==> config.mk <==
export PLATFORM = sky130hd
export DESIGN_NAME = control_unit
export DESIGN_NICKNAME = d
export VERILOG_FILES = /design/src/rtl/cpu_pkg.sv /design/src/rtl/control_decode.sv /design/src/rtl/control_unit.sv
export SDC_FILE = /design/constraint.sdc
export NUM_CORES = 1
export LEC_CHECK = 0
export CAP_MARGIN = 20
export CORE_MARGIN = 2
export CORE_UTILIZATION = 35
export CTS_BUF_LIST = sky130_fd_sc_hd__clkbuf_16
export DETAILED_ROUTE_END_ITERATION = 12
export GPL_TIMING_DRIVEN = 0
export PLACE_DENSITY_LB_ADDON = 0.2
export SLEW_MARGIN = 20
export SYNTH_ARGS = -nofsm -noshare
export SYNTH_HDL_FRONTEND = slang
export SYNTH_SLANG_ARGS = --single-unit
==> constraint.sdc <==
create_clock -name Clock -period 3.25 [get_ports Clock]
set_clock_uncertainty 0.05 [all_clocks]
set_input_delay 0.8125 -clock Clock [delete_from_list [all_inputs] [get_ports Clock]]
set_output_delay 0.8125 -clock Clock [all_outputs]
set_load 0.01 [all_outputs]
==> src/rtl/cpu_pkg.sv <==
// Shared CPU definitions: opcode constants, control-step encoding and the control-word layout.
// Build option: CONTROL_UNIT_MULDIV_EN enables the mul/div control sequence.
package cpu_pkg;

   typedef enum logic [3:0] {
      ST_RST,
      ST_T0, ST_T1, ST_T2, ST_T3, ST_T4, ST_T5, ST_T6, ST_T7,
      ST_HALT
   } state_t;

   localparam logic [4:0] OP_LD   = 5'b00000;
   localparam logic [4:0] OP_LDI  = 5'b00001;
   localparam logic [4:0] OP_ST   = 5'b00010;
   localparam logic [4:0] OP_ADD  = 5'b00011;
   localparam logic [4:0] OP_SUB  = 5'b00100;
   localparam logic [4:0] OP_AND  = 5'b00101;
   localparam logic [4:0] OP_OR   = 5'b00110;
   localparam logic [4:0] OP_ROR  = 5'b00111;
   localparam logic [4:0] OP_ROL  = 5'b01000;
   localparam logic [4:0] OP_SHR  = 5'b01001;
   localparam logic [4:0] OP_SHRA = 5'b01010;
   localparam logic [4:0] OP_SHL  = 5'b01011;
   localparam logic [4:0] OP_ADDI = 5'b01100;
   localparam logic [4:0] OP_ANDI = 5'b01101;
   localparam logic [4:0] OP_ORI  = 5'b01110;
   localparam logic [4:0] OP_MUL  = 5'b01111;
   localparam logic [4:0] OP_DIV  = 5'b10000;
   localparam logic [4:0] OP_NEG  = 5'b10001;
   localparam logic [4:0] OP_NOT  = 5'b10010;
   localparam logic [4:0] OP_BR   = 5'b10011;
   localparam logic [4:0] OP_JR   = 5'b10100;
   localparam logic [4:0] OP_JAL  = 5'b10101;
   localparam logic [4:0] OP_IN   = 5'b10110;
   localparam logic [4:0] OP_OUT  = 5'b10111;
   localparam logic [4:0] OP_MFHI = 5'b11000;
   localparam logic [4:0] OP_MFLO = 5'b11001;
   localparam logic [4:0] OP_NOP  = 5'b11010;
   localparam logic [4:0] OP_HALT = 5'b11011;

   typedef struct packed {
      logic       run;
      logic [4:0] opcode;
      logic       gra, grb, grc, rin, rout, baout;
      logic       pcin, irin, marin, mdrin, yin, zin, hiin, loin, conin, outportin;
      logic       pcout, mdrout, zhighout, zlowout, hiout, loout, inportout, cout;
      logic       read, write, incpc;
   } ctrl_t;

   // Final execute step of each instruction; ST_T2 means no execute steps (nop-like).
   function automatic state_t last_step(input logic [4:0] op);
      state_t s;
      s = ST_T2;
      case (op) inside
         OP_LD, OP_ST:                          s = ST_T7;
         OP_LDI, [OP_ADD:OP_SHL], [OP_ADDI:OP_ORI]: s = ST_T5;
         OP_NEG, OP_NOT, OP_JAL:                s = ST_T4;
         OP_BR:                                 s = ST_T6;
         OP_JR, [OP_IN:OP_MFLO]:                s = ST_T3;
`ifdef CONTROL_UNIT_MULDIV_EN
         OP_MUL, OP_DIV:                        s = ST_T6;
`else
         OP_MUL, OP_DIV:                        s = ST_T2;
`endif
         OP_HALT:                               s = ST_HALT;
         default:                               s = ST_T2;
      endcase
      return s;
   endfunction

endpackage

==> src/rtl/control_decode.sv <==
// Moore output decode: control word from current step and instruction opcode.
// Build option: CONTROL_UNIT_MULDIV_EN adds the mul/div strobes.
module control_decode
   import cpu_pkg::*;
(
   input  state_t     i_state,
   input  logic [4:0] i_op,
   input  logic       i_con_ff,
   output ctrl_t      o_ctrl
);

   always_comb begin
      o_ctrl     = '0;
      o_ctrl.run = (i_state != ST_RST) && (i_state != ST_HALT);
      case (i_state)
         ST_T0: begin
            o_ctrl.pcout  = 1'b1;
            o_ctrl.marin  = 1'b1;
            o_ctrl.incpc  = 1'b1;
            o_ctrl.zin    = 1'b1;
            o_ctrl.opcode = OP_ADD;
         end
         ST_T1: begin
            o_ctrl.zlowout = 1'b1;
            o_ctrl.pcin    = 1'b1;
            o_ctrl.read    = 1'b1;
            o_ctrl.mdrin   = 1'b1;
         end
         ST_T2: begin
            o_ctrl.mdrout = 1'b1;
            o_ctrl.irin   = 1'b1;
         end
         ST_T3: begin
            case (i_op) inside
               [OP_ADD:OP_SHL], [OP_ADDI:OP_ORI]: begin
                  o_ctrl.grb  = 1'b1;
                  o_ctrl.rout = 1'b1;
                  o_ctrl.yin  = 1'b1;
               end
               OP_LD, OP_LDI, OP_ST: begin
                  o_ctrl.grb   = 1'b1;
                  o_ctrl.baout = 1'b1;
                  o_ctrl.yin   = 1'b1;
               end
               OP_NEG, OP_NOT: begin
                  o_ctrl.grb    = 1'b1;
                  o_ctrl.rout   = 1'b1;
                  o_ctrl.zin    = 1'b1;
                  o_ctrl.opcode = i_op;
               end
`ifdef CONTROL_UNIT_MULDIV_EN
               OP_MUL, OP_DIV: begin
                  o_ctrl.gra  = 1'b1;
                  o_ctrl.rout = 1'b1;
                  o_ctrl.yin  = 1'b1;
               end
`endif
               OP_BR: begin
                  o_ctrl.gra   = 1'b1;
                  o_ctrl.rout  = 1'b1;
                  o_ctrl.conin = 1'b1;
               end
               OP_JR: begin
                  o_ctrl.gra  = 1'b1;
                  o_ctrl.rout = 1'b1;
                  o_ctrl.pcin = 1'b1;
               end
               OP_JAL: begin
                  o_ctrl.pcout = 1'b1;
                  o_ctrl.grb   = 1'b1;
                  o_ctrl.rin   = 1'b1;
               end
               OP_IN: begin
                  o_ctrl.inportout = 1'b1;
                  o_ctrl.gra       = 1'b1;
                  o_ctrl.rin       = 1'b1;
               end
               OP_OUT: begin
                  o_ctrl.gra       = 1'b1;
                  o_ctrl.rout      = 1'b1;
                  o_ctrl.outportin = 1'b1;
               end
               OP_MFHI: begin
                  o_ctrl.hiout = 1'b1;
                  o_ctrl.gra   = 1'b1;
                  o_ctrl.rin   = 1'b1;
               end
               OP_MFLO: begin
                  o_ctrl.loout = 1'b1;
                  o_ctrl.gra   = 1'b1;
                  o_ctrl.rin   = 1'b1;
               end
               default: ;
            endcase
         end
         ST_T4: begin
            case (i_op) inside
               [OP_ADD:OP_SHL]: begin
                  o_ctrl.grc    = 1'b1;
                  o_ctrl.rout   = 1'b1;
                  o_ctrl.zin    = 1'b1;
                  o_ctrl.opcode = i_op;
               end
               [OP_ADDI:OP_ORI]: begin
                  o_ctrl.cout   = 1'b1;
                  o_ctrl.zin    = 1'b1;
                  o_ctrl.opcode = i_op;
               end
               OP_LD, OP_LDI, OP_ST: begin
                  o_ctrl.cout   = 1'b1;
                  o_ctrl.zin    = 1'b1;
                  o_ctrl.opcode = OP_ADD;
               end
               OP_NEG, OP_NOT: begin
                  o_ctrl.zlowout = 1'b1;
                  o_ctrl.gra     = 1'b1;
                  o_ctrl.rin     = 1'b1;
               end
`ifdef CONTROL_UNIT_MULDIV_EN
               OP_MUL, OP_DIV: begin
                  o_ctrl.grb    = 1'b1;
                  o_ctrl.rout   = 1'b1;
                  o_ctrl.zin    = 1'b1;
                  o_ctrl.opcode = i_op;
               end
`endif
               OP_BR: begin
                  o_ctrl.pcout = 1'b1;
                  o_ctrl.yin   = 1'b1;
               end
               OP_JAL: begin
                  o_ctrl.gra  = 1'b1;
                  o_ctrl.rout = 1'b1;
                  o_ctrl.pcin = 1'b1;
               end
               default: ;
            endcase
         end
         ST_T5: begin
            case (i_op) inside
               [OP_ADD:OP_SHL], [OP_ADDI:OP_ORI], OP_LDI: begin
                  o_ctrl.zlowout = 1'b1;
                  o_ctrl.gra     = 1'b1;
                  o_ctrl.rin     = 1'b1;
               end
               OP_LD, OP_ST: begin
                  o_ctrl.zlowout = 1'b1;
                  o_ctrl.marin   = 1'b1;
               end
`ifdef CONTROL_UNIT_MULDIV_EN
               OP_MUL, OP_DIV: begin
                  o_ctrl.zlowout = 1'b1;
                  o_ctrl.loin    = 1'b1;
               end
`endif
               OP_BR: begin
                  o_ctrl.cout   = 1'b1;
                  o_ctrl.zin    = 1'b1;
                  o_ctrl.opcode = OP_ADD;
               end
               default: ;
            endcase
         end
         ST_T6: begin
            case (i_op) inside
               OP_LD: begin
                  o_ctrl.read  = 1'b1;
                  o_ctrl.mdrin = 1'b1;
               end
               OP_ST: begin
                  o_ctrl.gra   = 1'b1;
                  o_ctrl.rout  = 1'b1;
                  o_ctrl.mdrin = 1'b1;
               end
`ifdef CONTROL_UNIT_MULDIV_EN
               OP_MUL, OP_DIV: begin
                  o_ctrl.zhighout = 1'b1;
                  o_ctrl.hiin     = 1'b1;
               end
`endif
               OP_BR: begin
                  o_ctrl.zlowout = i_con_ff;
                  o_ctrl.pcin    = i_con_ff;
               end
               default: ;
            endcase
         end
         ST_T7: begin
            case (i_op) inside
               OP_LD: begin
                  o_ctrl.mdrout = 1'b1;
                  o_ctrl.gra    = 1'b1;
                  o_ctrl.rin    = 1'b1;
               end
               OP_ST:   o_ctrl.write = 1'b1;
               default: ;
            endcase
         end
         default: ;
      endcase
   end

endmodule

==> src/rtl/control_unit.sv <==
// Instruction-sequencing control unit: step register and next-step logic; strobes come from control_decode.
// Build option: CONTROL_UNIT_MULDIV_EN enables the mul/div sequence (otherwise those opcodes act as nop).
module control_unit
   import cpu_pkg::*;
(
   input  logic        Clock,
   input  logic        clear_n,
   input  logic [31:0] IR,
   input  logic        CON_FF,
   output logic        Run,
   output logic [4:0]  opcode,
   output logic        Gra, Grb, Grc, Rin, Rout, BAout,
   output logic        PCin, IRin, MARin, MDRin, Yin, Zin, HIin, LOin, CONin, Outportin,
   output logic        PCout, MDRout, Zhighout, Zlowout, HIout, LOout, Inportout, Cout,
   output logic        Read, Write, IncPC
);

   state_t r_state;
   state_t w_next_state;
   state_t w_last;
   ctrl_t  w_ctrl;
   logic   w_ir_unused;

   assign w_ir_unused = ^IR[26:0];

   always_ff @(posedge Clock or negedge clear_n) begin
      if (!clear_n) r_state <= ST_RST;
      else          r_state <= w_next_state;
   end

   // After the final execute step of the current opcode the sequence wraps to T0.
   always_comb begin
      w_last       = last_step(IR[31:27]);
      w_next_state = r_state;
      case (r_state)
         ST_RST:  w_next_state = ST_T0;
         ST_T0:   w_next_state = ST_T1;
         ST_T1:   w_next_state = ST_T2;
         ST_T2: begin
            if (w_last == ST_HALT)    w_next_state = ST_HALT;
            else if (w_last == ST_T2) w_next_state = ST_T0;
            else                      w_next_state = ST_T3;
         end
         ST_T3:   w_next_state = (w_last == ST_T3) ? ST_T0 : ST_T4;
         ST_T4:   w_next_state = (w_last == ST_T4) ? ST_T0 : ST_T5;
         ST_T5:   w_next_state = (w_last == ST_T5) ? ST_T0 : ST_T6;
         ST_T6:   w_next_state = (w_last == ST_T6) ? ST_T0 : ST_T7;
         ST_T7:   w_next_state = ST_T0;
         ST_HALT: w_next_state = ST_HALT;
         default: w_next_state = ST_RST;
      endcase
   end

   control_decode u_decode (
      .i_state  (r_state),
      .i_op     (IR[31:27]),
      .i_con_ff (CON_FF),
      .o_ctrl   (w_ctrl)
   );

   assign Run       = w_ctrl.run;
   assign opcode    = w_ctrl.opcode;
   assign Gra       = w_ctrl.gra;
   assign Grb       = w_ctrl.grb;
   assign Grc       = w_ctrl.grc;
   assign Rin       = w_ctrl.rin;
   assign Rout      = w_ctrl.rout;
   assign BAout     = w_ctrl.baout;
   assign PCin      = w_ctrl.pcin;
   assign IRin      = w_ctrl.irin;
   assign MARin     = w_ctrl.marin;
   assign MDRin     = w_ctrl.mdrin;
   assign Yin       = w_ctrl.yin;
   assign Zin       = w_ctrl.zin;
   assign HIin      = w_ctrl.hiin;
   assign LOin      = w_ctrl.loin;
   assign CONin     = w_ctrl.conin;
   assign Outportin = w_ctrl.outportin;
   assign PCout     = w_ctrl.pcout;
   assign MDRout    = w_ctrl.mdrout;
   assign Zhighout  = w_ctrl.zhighout;
   assign Zlowout   = w_ctrl.zlowout;
   assign HIout     = w_ctrl.hiout;
   assign LOout     = w_ctrl.loout;
   assign Inportout = w_ctrl.inportout;
   assign Cout      = w_ctrl.cout;
   assign Read      = w_ctrl.read;
   assign Write     = w_ctrl.write;
   assign IncPC     = w_ctrl.incpc;

endmodule
======== Word-level counts from Yosys, hierarchy flattened ========
Cells that the tools add are included.
word-level totals
  word-level logic and storage cells ...... 209
  output and inout port bits .............. 33
  flip-flop bits (word level) ............. 4
  bits of input ports ..................... 35
cells by class
  $lt $le $gt $ge ......................... 6
  muxes and demuxes ....................... 156
  equality and inequality tests ........... 30
  reductions and logical operators ........ 16
operators with widths
  operator                                                            count
  2-to-1 mux 1 bit                                                    117
  == test 5 bit (second input constant)                               11
  2-to-1 mux 4 bit                                                    9
  case mux 4 bit (9 select lines)                                     1
  2-to-1 mux 5 bit                                                    7
  == test 4 x 3 -> 1 bit (second input constant)                      8
  case mux 5 bit (4 select lines)                                     1
  case mux 1 bit (4 select lines)                                     4
  2-to-1 mux 3 bit                                                    5
  == test 4 x 2 -> 1 bit (second input constant)                      3
  == test 4 bit (second input constant)                               3
  case mux 1 bit (2 select lines)                                     6
  OR reduction 2 bit                                                  6
  less-or-equal comparator 5 x 4 -> 1 bit (second input constant)     2
  OR reduction 3 bit                                                  3
  2-to-1 mux 2 bit                                                    3
  case mux 1 bit (3 select lines)                                     2
  == test 5 x 1 -> 1 bit (second input constant)                      1
  == test 5 x 2 -> 1 bit (second input constant)                      1
  == test 5 x 4 -> 1 bit (second input constant)                      1
  greater-or-equal comparator 5 x 2 -> 1 bit (second input constant)  1
  greater-or-equal comparator 5 x 4 -> 1 bit (second input constant)  1
  greater-or-equal comparator 5 bit (second input constant)           1
  less-or-equal comparator 5 bit (second input constant)              1
  7 further kinds                                                     10

======== Depth between registers and ports, before layout ========
Gate-level depths: netlist (run 1).
  depth after elaboration ................. 12
  mapped depth ............................ 6
  depth with buffers taken out ............ 4

======== Hierarchy ========
Synthesis (run 1) repeated with hierarchy kept, for this count alone.
unflattened totals
  cell total of the unflattened synthesis .. 187
  area, all modules ....................... 1,261.2 µm²
modules (own cells, without submodules)
  module          cells an instance  instances  area an instance (µm²)  sequential area each (µm²)
  control_decode  135                1          829.5                   0.0
  control_unit    52                 1          431.7                   100.1

======== Worst setup path before layout (run 1) ========
Ideal clock, no wire load.
  path kind ............................... input-to-output
  start ................................... input port IR[30]
  end ..................................... output port Write
  stages .................................. 4
  buffers on the path ..................... 1
  required time ........................... 2.388 ns
  path slack .............................. 0.326 ns
  data arrival time ....................... 2.061 ns
  path through ............................ buf_6 > or4_4 > or4_1 > nor2_1
on the way
  cells in the longest elaborated chain, start to end .. 4
  elaborated cells between the ends (all ways) .. 5
  classes of those cells .................. eq/ne: 1; mux: 3; reduce/logical: 1
RTL lines
  item                              line                   RTL
  start: declaration                control_unit.sv:8      input logic [31:0] IR,
  == test 5 x 2 -> 1 bit (no line)  n/a
  2-to-1 mux 1 bit                  control_decode.sv:189  case (i_op) inside
  2-to-1 mux 1 bit (*)              control_decode.sv:189
  2-to-1 mux 1 bit (*)              control_decode.sv:15   case (i_state)
  end: declaration                  control_unit.sv:15     output logic Read, Write, IncPC
Mark *: on every way between the ends. The rest lies on a longest branch, timed or not.

======== Worst setup path in the final report (run 1) ========
  start ................................... input port IR[31]
  end ..................................... output port Grc
on the way
  cells in the longest elaborated chain, start to end .. 4
  elaborated cells between the ends (all ways) .. 5
  classes of those cells .................. order compare: 2; mux: 2; reduce/logical: 1
RTL lines
  item                                                                                                             line                  RTL
  greater-or-equal comparator 5 x 2 -> 1 bit (no line) or less-or-equal comparator 5 x 4 -> 1 bit (tied branches)  n/a
  logical AND 1 bit (no line) (*)                                                                                  n/a
  2-to-1 mux 1 bit (*)                                                                                             control_decode.sv:97  case (i_op) inside
  2-to-1 mux 1 bit (*)                                                                                             control_decode.sv:15
  end: declaration                                                                                                 control_unit.sv:12    output logic Gra, Grb, Grc, Rin, Rout, BAout,
Marked as above.

==> impl_metrics.py, run 1 <==
metrics = {
    "outcome": {
        "outcome": "complete, no violations",
    },
    "worst_setup_path": {
        "required_ns": 2.39,
        "start_kind": "input port",
        "cp_max_fo": 7,
        "slowest_stage": "clkdlybuf4s50_1",
        "cp-end-kind": "output port",
        "cp_data_arrival_time_ns": 2.33,
        "crit_path_frequent_cell": "buf_4",
        "critPathMaxStageDelay_ns": 0.53,
        "cp_cell_sequence": "dlygate4sd2_1 -> buf_6 -> buf_4 -> clkinvlp_4 -> buf_4 -> and4_1 -> clkdlybuf4s50_1",
        "crit_type": "in2out",
    },
    "grt": {
        "grt-ovfl-total": 0,
        "antenna_found_initial": 0,
        "grt_pass1_vias": 1343,
        "grt_max_degree": 11,
        "grt_usage": 0.252,
        "grt_first_pass_wirelength_microns": 6650,
    },
    "cts": {
        "clk_latency_ns": 0.23,
        "cts_buffers": 3,
        "ctsLongestPathBuffers": 2,
        "h-tree-depth": 1,
        "cts_tree": "done",
        "cts.sinks": 4,
        "clkTransAtPathRegs_ns": 0.03,
        "root_buffer": "clkbuf_16",
        "postCtsHoldBufs": 0,
    },
    "die": {
        "coreArea_sq_um": 2780,
        "io_pins": 68,
        "rows": 19,
        "start_util": 0.372,
        "die_h_microns": 58.4,
        "die-area_sq_um": 3410,
        "fp.dieW_microns": 58.4,
    },
    "cells_and_area": {
        "area_delta_synth_final_pct": 65.5,
        "largest_reg_flops": 4,
        "fin_nets": 252,
        "utilization": 0.616,
        "final_layout_size_suffix_gt1_frac": 0.288,
        "multiInputGateArea_sq_um": 950,
        "nFillCells": 251,
        "diodes": 0,
        "reg.largest.list": "r_state: 4 flops",
        "regMostFlops": "r_state",
        "register_area_sq_um": 100,
        "post-route-cell-area_sq_um": 1710,
    },
    "yosys": {
        "synth_top_cell_area_share": 0.0966,
        "synth_area_leaders": "dfrtp_1 (9.7%), a21oi_1 (7.2%), nor2_1 (6.2%)",
        "ys_types": 48,
        "synth_commonest_cells": "nor2_1 (17), a21oi_1 (15), nand2_1 (12), o21ai_0 (12), nor3_1 (11)",
        "synth-seq-cells": 4,
        "synth_area_leader_cell": "dfrtp_1",
        "synth_most_common_cell": "nor2_1",
        "syn_avg_cell_area_sq_um": 6.20,
        "synth_flop_cell": "dfrtp_1",
        "async_flop_share": 1.00,
        "yosysWarnings": 0,
        "synth_seq_area_share": 0.0966,
        "synthCells": 167,
        "syn_area_sq_um": 1040,
        "synth_edf_count": 0,
    },
    "placement": {
        "dp_slack_ns": -0.813,
        "place.gp.congestion": 0.900,
        "detailed_place.area_sq_um": 1430,
        "post-dp-hpwl_microns": 2850,
        "portBuffers": 35,
    },
    "timing": {
        "max_clock_freq_ghz": 0.313,
        "finalMaxSlewViolations": 0,
        "max_slew_margin": 0.664,
        "worstMarginPinSlew_ns": 0.504,
        "hold_violations": 0,
        "layout_min_cycle_time_ns": 3.20,
        "setup_viol": 0,
        "fin_crit_sh": 0.983,
        "rsz0062_at_grt": "no",
        "setup_slack_ns": 0.0537,
    },
    "min_path": {
        "hold_class": "reg2reg",
    },
    "route": {
        "drc": 0,
        "post_drt_via_cell_ratio": 6.00,
        "drtIter0Drc": 77,
        "ant_nets": 0,
        "routed_wl_microns": 4050,
        "vias": 1475,
        "drt-pass1-iter-count": 4,
        "wl_per_cell_microns": 16.5,
    },
    "pwr": {
        "ir_drop_mv": 0.613,
        "leakage_nw": 0.784,
        "total_power_uw": 992,
        "p_per_area_nw_per_um2": 578,
    },
    "flow_run": {
        "cap_violations": 0,
    },
}
-- worst max-delay path, delay by kind of cell --
kind          cells  cell delay, ns
buf+inv           6            1.32
simple gates      1            0.19
-- final timing paths --
| path | slack, ns | from | cells after the start | to |
|---|---|---|---|---|
| setup reg to reg | 1.53 | r_state[1] | 5 | r_state[2] |
| hold reg to reg | 0.49 | r_state[3] | 2 | r_state[1] |
| hold / removal | 0.49 | r_state[3] | 2 | r_state[1] |
| max in group asynchronous | 2.26 | clear_n | 1 | r_state[1] |
| min in group asynchronous | 0.73 | clear_n | 1 | r_state[0] |
| setup / recovery | 0.05 | IR[31] | 7 | Grc |
-- cell type report --
type | count | area share
inverters | 8 | 0.0197
flip-flops and latches | 4 | 0.0584
multi-input cells | 139 | 0.554
well taps | 31 | 0.0226
clock buffers | 3 | 0.0438
repair buffers | 44 | 0.231
plain buffers | 17 | 0.0708
-- cells in the final DEF, fill, tap and decap left out, drive strengths merged, types with 2 or more instances in the layout --
cell type and n:
xnor2 2, clkdlybuf4s50 14, nand2b 8, a21oi 15, dfrtp 4, nor2b 3, o2111ai 3, buf 23
o21a 2, o21ai 12, nand4 4, or3 3, nor4 5, nand3 10, conb 3, or4 3
clkbuf 12, and2 3, nand2 12, nor2 18, clkdlybuf4s15 4, dlygate4sd2 6, nor3 11, inv 7
dlymetal6s2s 5, mux2i 2
-- timing repair --
item / in CTS / in global routing
hold endpoints to repair: 0 / 0
cloned: 0 / 0
gates resized for setup: 58 / 23
endpoints found under the setup margin: 27 / 16
buffers inserted: 9 / 0
pin swaps: 4 / 3
-- stage by stage --
step	TNS [ns]	cells	hold WS, ns
finish	0	246	0.494
CTS	0	246	0.493
detailed placement	-13.85	235	0.489
global placement	-13.55	235	0.487
floorplan	0	169	0.459
global route	0	246	0.551
-- cell families (layout without fill, tap and decap cells) --
group | after synthesis | in the layout | share of synthesized area
xor+xnor | 2 | 2 | 0.0169
compound gates | 46 | 46 | 0.291
flops | 4 | 4 | 0.0966
buf+inv | 26 | 72 | 0.128
simple gates | 86 | 86 | 0.444
other cells | 1 | 3 | 0.00362
mux | 2 | 2 | 0.0193
-- routing by layer --
layer,track usage,vias up,share of wire
met4,0.0897,0,0.013
li1,-,706,-
met2,0.422,85,0.49
met3,0.0330,6,0.11
met5,0,-,0
met1,0.331,678,0.39
-- power by group --
group          internal, mW  leakage, nW  total [mW]  switching (mW)
sequential           0.0720       0.0504      0.0994          0.0273
clock                 0.158       0.0370       0.196          0.0386
combinational         0.301        0.697       0.696           0.395
Note: power is estimated with default switching activity, not from simulation.
==> inputs of run 2 (changes only) <==
Settings changed: CAP_MARGIN 20 to 10.
==> results of run 2 <==
Final layout, timing and power as in run 1 (identical DEF).
